<file path="src/rtl/cpu_pkg.sv">
// Shared definitions for the multi-cycle LoongArch core: fetch FSM encoding,
// reset PC and the NOP word used for suppressed fetches.
package cpu_pkg;

  localparam int unsigned INST_W = 32;

  localparam logic [31:0] DEF_RESET_PC = 32'h1c00_0000;
  localparam logic [31:0] DEF_NOP_INST = 32'h0340_0000;  // andi r0,r0,0

  typedef enum logic [1:0] {
    S_IDLE  = 2'd0,
    S_REQ   = 2'd1,
    S_RESP  = 2'd2,
    S_VALID = 2'd3
  } fetch_state_e;

endpackage

</file>
<file path="src/rtl/inst_fetch_unit.sv">
// Fetch stage: owns the PC, reads the 1-cycle synchronous instruction SRAM,
// buffers one instruction and hands it to decode over valid/ready.
module inst_fetch_unit
  import cpu_pkg::*;
#(
  parameter logic [31:0] RESET_PC = DEF_RESET_PC,
  parameter logic [31:0] NOP_INST = DEF_NOP_INST
) (
  input  logic              clk,
  input  logic              reset,
  output logic              inst_sram_en,
  output logic              inst_sram_we,
  output logic [31:0]       inst_sram_addr,
  output logic [31:0]       inst_sram_wdata,
  input  logic [31:0]       inst_sram_rdata,
  output logic              fs_valid,
  input  logic              ds_ready,
  output logic [INST_W-1:0] fs_inst,
  output logic [31:0]       fs_pc,
  output logic              fs_adef,
  input  logic              br_valid,
  input  logic [31:0]       br_target,
  output logic [31:0]       fetch_cnt,
  output fetch_state_e      dbg_state
);

  // Handshake: fs_valid holds fs_inst/fs_pc/fs_adef stable until the cycle
  // where ds_ready is also high (fire); the instruction is consumed on that edge.

  fetch_state_e state;
  logic [31:0]  pc;
  logic         pc_misaligned;
  logic         fire;

  assign pc_misaligned = |pc[1:0];
  assign fire          = fs_valid & ds_ready;

  // SRAM controls come straight from registers; a misaligned PC never reaches the SRAM.
  assign inst_sram_en    = (state == S_REQ) & ~pc_misaligned;
  assign inst_sram_we    = 1'b0;
  assign inst_sram_addr  = pc;
  assign inst_sram_wdata = 32'h0;
  assign dbg_state       = state;

  always_ff @(posedge clk) begin
    if (reset) begin
      state     <= S_IDLE;
      pc        <= RESET_PC;
      fs_valid  <= 1'b0;
      fs_inst   <= '0;
      fs_pc     <= RESET_PC;
      fs_adef   <= 1'b0;
      fetch_cnt <= 32'h0;
    end else begin
      if (fire) begin
        fetch_cnt <= fetch_cnt + 32'd1;
      end
      if (br_valid) begin
        // A redirect abandons any in-flight read; a coincident fire still counts.
        pc       <= br_target;
        state    <= S_REQ;
        fs_valid <= 1'b0;
      end else begin
        case (state)
          S_IDLE: begin
            state <= S_REQ;
          end
          S_REQ: begin
            state <= S_RESP;
          end
          S_RESP: begin
            fs_inst  <= pc_misaligned ? NOP_INST : inst_sram_rdata;
            fs_pc    <= pc;
            fs_adef  <= pc_misaligned;
            fs_valid <= 1'b1;
            state    <= S_VALID;
          end
          S_VALID: begin
            if (ds_ready) begin
              pc       <= pc + 32'd4;
              fs_valid <= 1'b0;
              state    <= S_REQ;
            end
          end
          default: begin
            state <= S_IDLE;
          end
        endcase
      end
    end
  end

endmodule
</file>
<file path="config.mk">
export PLATFORM = sky130hd
export DESIGN_NAME = inst_fetch_unit
export DESIGN_NICKNAME = d
export VERILOG_FILES = /design/src/rtl/cpu_pkg.sv /design/src/rtl/inst_fetch_unit.sv
export SDC_FILE = /design/constraint.sdc
export NUM_CORES = 1
export LEC_CHECK = 0
export ABC_AREA = 1
export BUFFER_PORTS_ARGS = -buffer_cell sky130_fd_sc_hd__buf_2
export CAP_MARGIN = 0
export CORE_MARGIN = 2
export CORE_UTILIZATION = 55
export DETAILED_ROUTE_END_ITERATION = 6
export HOLD_SLACK_MARGIN = 0.03
export PLACE_DENSITY_LB_ADDON = 0.15
export SYNTH_ARGS = -nofsm -noshare
export SYNTH_HDL_FRONTEND = slang
export SYNTH_SLANG_ARGS = --single-unit
export TNS_END_PERCENT = 5
</file>
<file path="constraint.sdc">
create_clock -name clk -period 3.1 [get_ports clk]
set_input_delay 0.31 -clock clk [delete_from_list [all_inputs] [get_ports clk]]
set_output_delay 0.31 -clock clk [all_outputs]
set_load 0.05 [all_outputs]
</file>
==> results.sh <==
export IMPL_status="finished, final reports clean"
export IMPL_grt_overflow=0
export IMPL_worstSetupPathType="reg -> reg"
export IMPL_worstPathArrival_ns=2.41
export IMPL_tightest_slew_ns=0.914
export IMPL_port_buffer_count=200
export IMPL_clock_sinks=132
export IMPL_cts_tree="built"
export IMPL_rows=40
export IMPL_final_common_cell="nand2_1"
export IMPL_die_w_um=116
export IMPL_multi_input_area_um2=3560
export IMPL_wire_per_inst_um=14.4
export IMPL_antenna_found_initial=0
export IMPL_netlist_area_um2=6860
export IMPL_crit_required_ns=3.37
export IMPL_hp_start="inst_sram_rdata[25]"
export IMPL_cts_hold_repair_buffers=0
export IMPL_yosysWarnings=0
export IMPL_drtAntennaViolNets=0
export IMPL_cts_max_path_buffers=2
export IMPL_via_per_inst=5.18
export IMPL_synth_edff_count=0
export IMPL_grt_pass1_wl_um=31800
export IMPL_cts_resized=0
export IMPL_crit_slowest_cell="inv_1"
export IMPL_stdcell_area_um2=8430
export IMPL_hp_class="in -> reg"
export IMPL_drt_total_wl_um=20500
export IMPL_grtUsageTotal_pct=30.4
export IMPL_cp_max_fo=16
export IMPL_finalMaxSlewViolations=0
export IMPL_drive_gt1_share_pct=21.5
export IMPL_syn2layout_area_growth_pct=22.8
export IMPL_coreArea_um2=12100
export IMPL_endpoint_kind="flip-flop"
export IMPL_ios=234
export IMPL_start_util_pct=56.6
export IMPL_max_cap_violations=0
export IMPL_holdPathEnd="fs_inst[25]"
export IMPL_dpl_hpwl_um=14600
export IMPL_ys_ff_latch=132
export IMPL_drt_first_pass_iters=7
export IMPL_relSlewSlack_pct=39.0
export IMPL_dieArea_um2=13400
export IMPL_grt_max_degree=67
export IMPL_p_total_mw=4.40
export IMPL_insertedDiodeCount=0
export IMPL_grt_setup_unrepaired="no"
export IMPL_skew_ns=0.00730
export IMPL_critical_path_max_stage_delay_ns=0.48
export IMPL_yosysSeqAreaShare_pct=38.5
export IMPL_r2r_end="inst_sram_addr[21]"
export IMPL_setup_tns_final_ns=0
export IMPL_ctsRootBufferMaster="clkbuf_16"
export IMPL_p_per_area_nw_per_um2=522
export IMPL_grt_use_met3_pct=8.68
export IMPL_synthArstFlopShare_pct=0
export IMPL_grt_pass1_vias=6434
export IMPL_post_route_util_pct=69.6
export IMPL_cp_start_kind="flip-flop"
export IMPL_crit_path_cell_trace="ha_1 -> nand2_1 -> nand2_2 -> inv_1 -> nor2_1 -> nand2_1 -> nor2_1 -> a21oi_1 -> a21oi_1"
export IMPL_dp_cells=1387
export IMPL_cts_buffers=17
export IMPL_min_path_cells=3
export IMPL_drtIter0Drc=666
export IMPL_vias=7347
export IMPL_min_period_ns=2.14
export IMPL_gp_congestion=0.960
export IMPL_finalHoldViolations=0
export IMPL_ys_flop_type="dfxtp_1"
export IMPL_synth_area_leaders="dfxtp_1, nand2_1, nor2_1"
export IMPL_ir_drop_v=0.000477
export IMPL_rr_startpoint="dbg_state[0]"
export IMPL_grt_busiest_layer="met2"
export IMPL_reg2reg_slack_ns=0.97
export IMPL_worst_hold_slack_ns=0.117
export IMPL_synth_top_area_cell="dfxtp_1"
export IMPL_final_cell_mix="nand2_1, buf_2, nor2_1"
export IMPL_synth_avg_cell_area_um2=6.52
export IMPL_gr_usage_met1_pct=41.2
export IMPL_reg2reg_depth=9
export IMPL_fin_nets=1312
export IMPL_fin_crit_sh_pct=68.9
export IMPL_place_area_um2=7830
export IMPL_synth_top_area_share_pct=38.5
export IMPL_fin_ws_ns=0.965
export IMPL_clk_latency_ns=0.42
export IMPL_p_leak_nw=3.75
export IMPL_drc_errors=0
export IMPL_pre_cts_slack_ns=1.09
export IMPL_postSynthCellCount=1052
export IMPL_final_cells=1419
export IMPL_met2_usage_pct=47.4
export IMPL_nFillCells=1109
export IMPL_die_y_um=116
export IMPL_synth_distinct_cells=34
export IMPL_cts_setup_buffers=0
export IMPL_cts_htree_levels=4
export IMPL_fmax_mhz=468
export IMPL_path_clk_slew_ns=0.06
export IMPL_setup_viol=0
export IMPL_ff_latch_area_um2=2640
==> worst max-delay path, delay by kind of cell (launching register included) <==
kind | cells | cell delay [ns]
flip-flops | 1 | 0.36
buffers and inverters | 1 | 0.48
AO/OA/AOI/OAI | 2 | 0.20
AND/OR/NAND/NOR | 5 | 0.72
adder cells (fa/ha/maj) | 1 | 0.23
==> area by class of cell <==
type | count | share of cell area (%)
clock inverter | 11 | 1.50
inverter | 90 | 4.02
multi-input combinational | 789 | 42.3
timing repair buffer | 208 | 12.7
sequential | 132 | 31.4
tap | 168 | 2.49
clock buffer | 21 | 5.58
==> cell usage after synthesis (2+ instances only) <==
cell type / instances
a211oi_1: 3
a21oi_1: 90
a21oi_2: 3
a31oi_1: 4
buf_1: 3
buf_2: 11
buf_4: 34
buf_6: 3
clkbuf_1: 22
dfxtp_1: 132
ha_1: 6
inv_1: 87
inv_2: 2
nand2_1: 321
nand2_2: 8
nand3_1: 45
nand3b_1: 11
nand4_1: 7
nor2_1: 138
nor2_2: 6
nor2_4: 4
nor3_1: 13
o211ai_1: 10
o21ai_0: 70
o21bai_1: 5
or2_2: 3
xor2_1: 4
==> registers in the layout (all words and copies together), names as in the netlist <==
register        count
fs_inst            32
fs_pc              32
inst_sram_addr     32
fs_valid            1
dbg_state           2
fs_adef             1
fetch_cnt          32
==> where the power goes <==
| part | internal (mW) | switching (mW) |
|---|---|---|
| sequential | 1.75 | 0.0580 |
| combinational | 0.130 | 0.447 |
| clock | 1.25 | 0.766 |
==> cells by family after synthesis <==
group	after synthesis	share of synthesized area [%]
AND/OR/NAND/NOR	558	33.6
XOR/XNOR	4	0.511
flip-flops	132	38.5
buffers and inverters	163	11.3
other	1	0.0547
AO/OA/AOI/OAI	188	14.9
adder cells (fa/ha/maj)	6	1.09
==> worst max-delay path by stage <==
stage | start | end | slack [ns] | cells after the start
6_report | dbg_state[0] | inst_sram_addr[21] | 0.97 | 9
5_1_grt | dbg_state[0] | inst_sram_addr[21] | 0.81 | 9
4_1_cts | dbg_state[0] | inst_sram_addr[21] | 1.01 | 9
3_5_place_dp | br_valid | fs_pc[16] | 1.09 | 6
3_3_place_gp | dbg_state[0] | inst_sram_addr[21] | 1.12 | 9
2_1_floorplan | dbg_state[0] | inst_sram_en | 1.17 | 3
==> per-layer routing <==
layer	vias to the layer above	wire length [um]	part of all wire [%]
met5	-	0	0
met4	0	367	1.8
met3	44	2180	11
met2	385	9220	45
met1	3238	8690	42
li1	3680	-	-
(Power assumes the default switching activity.)
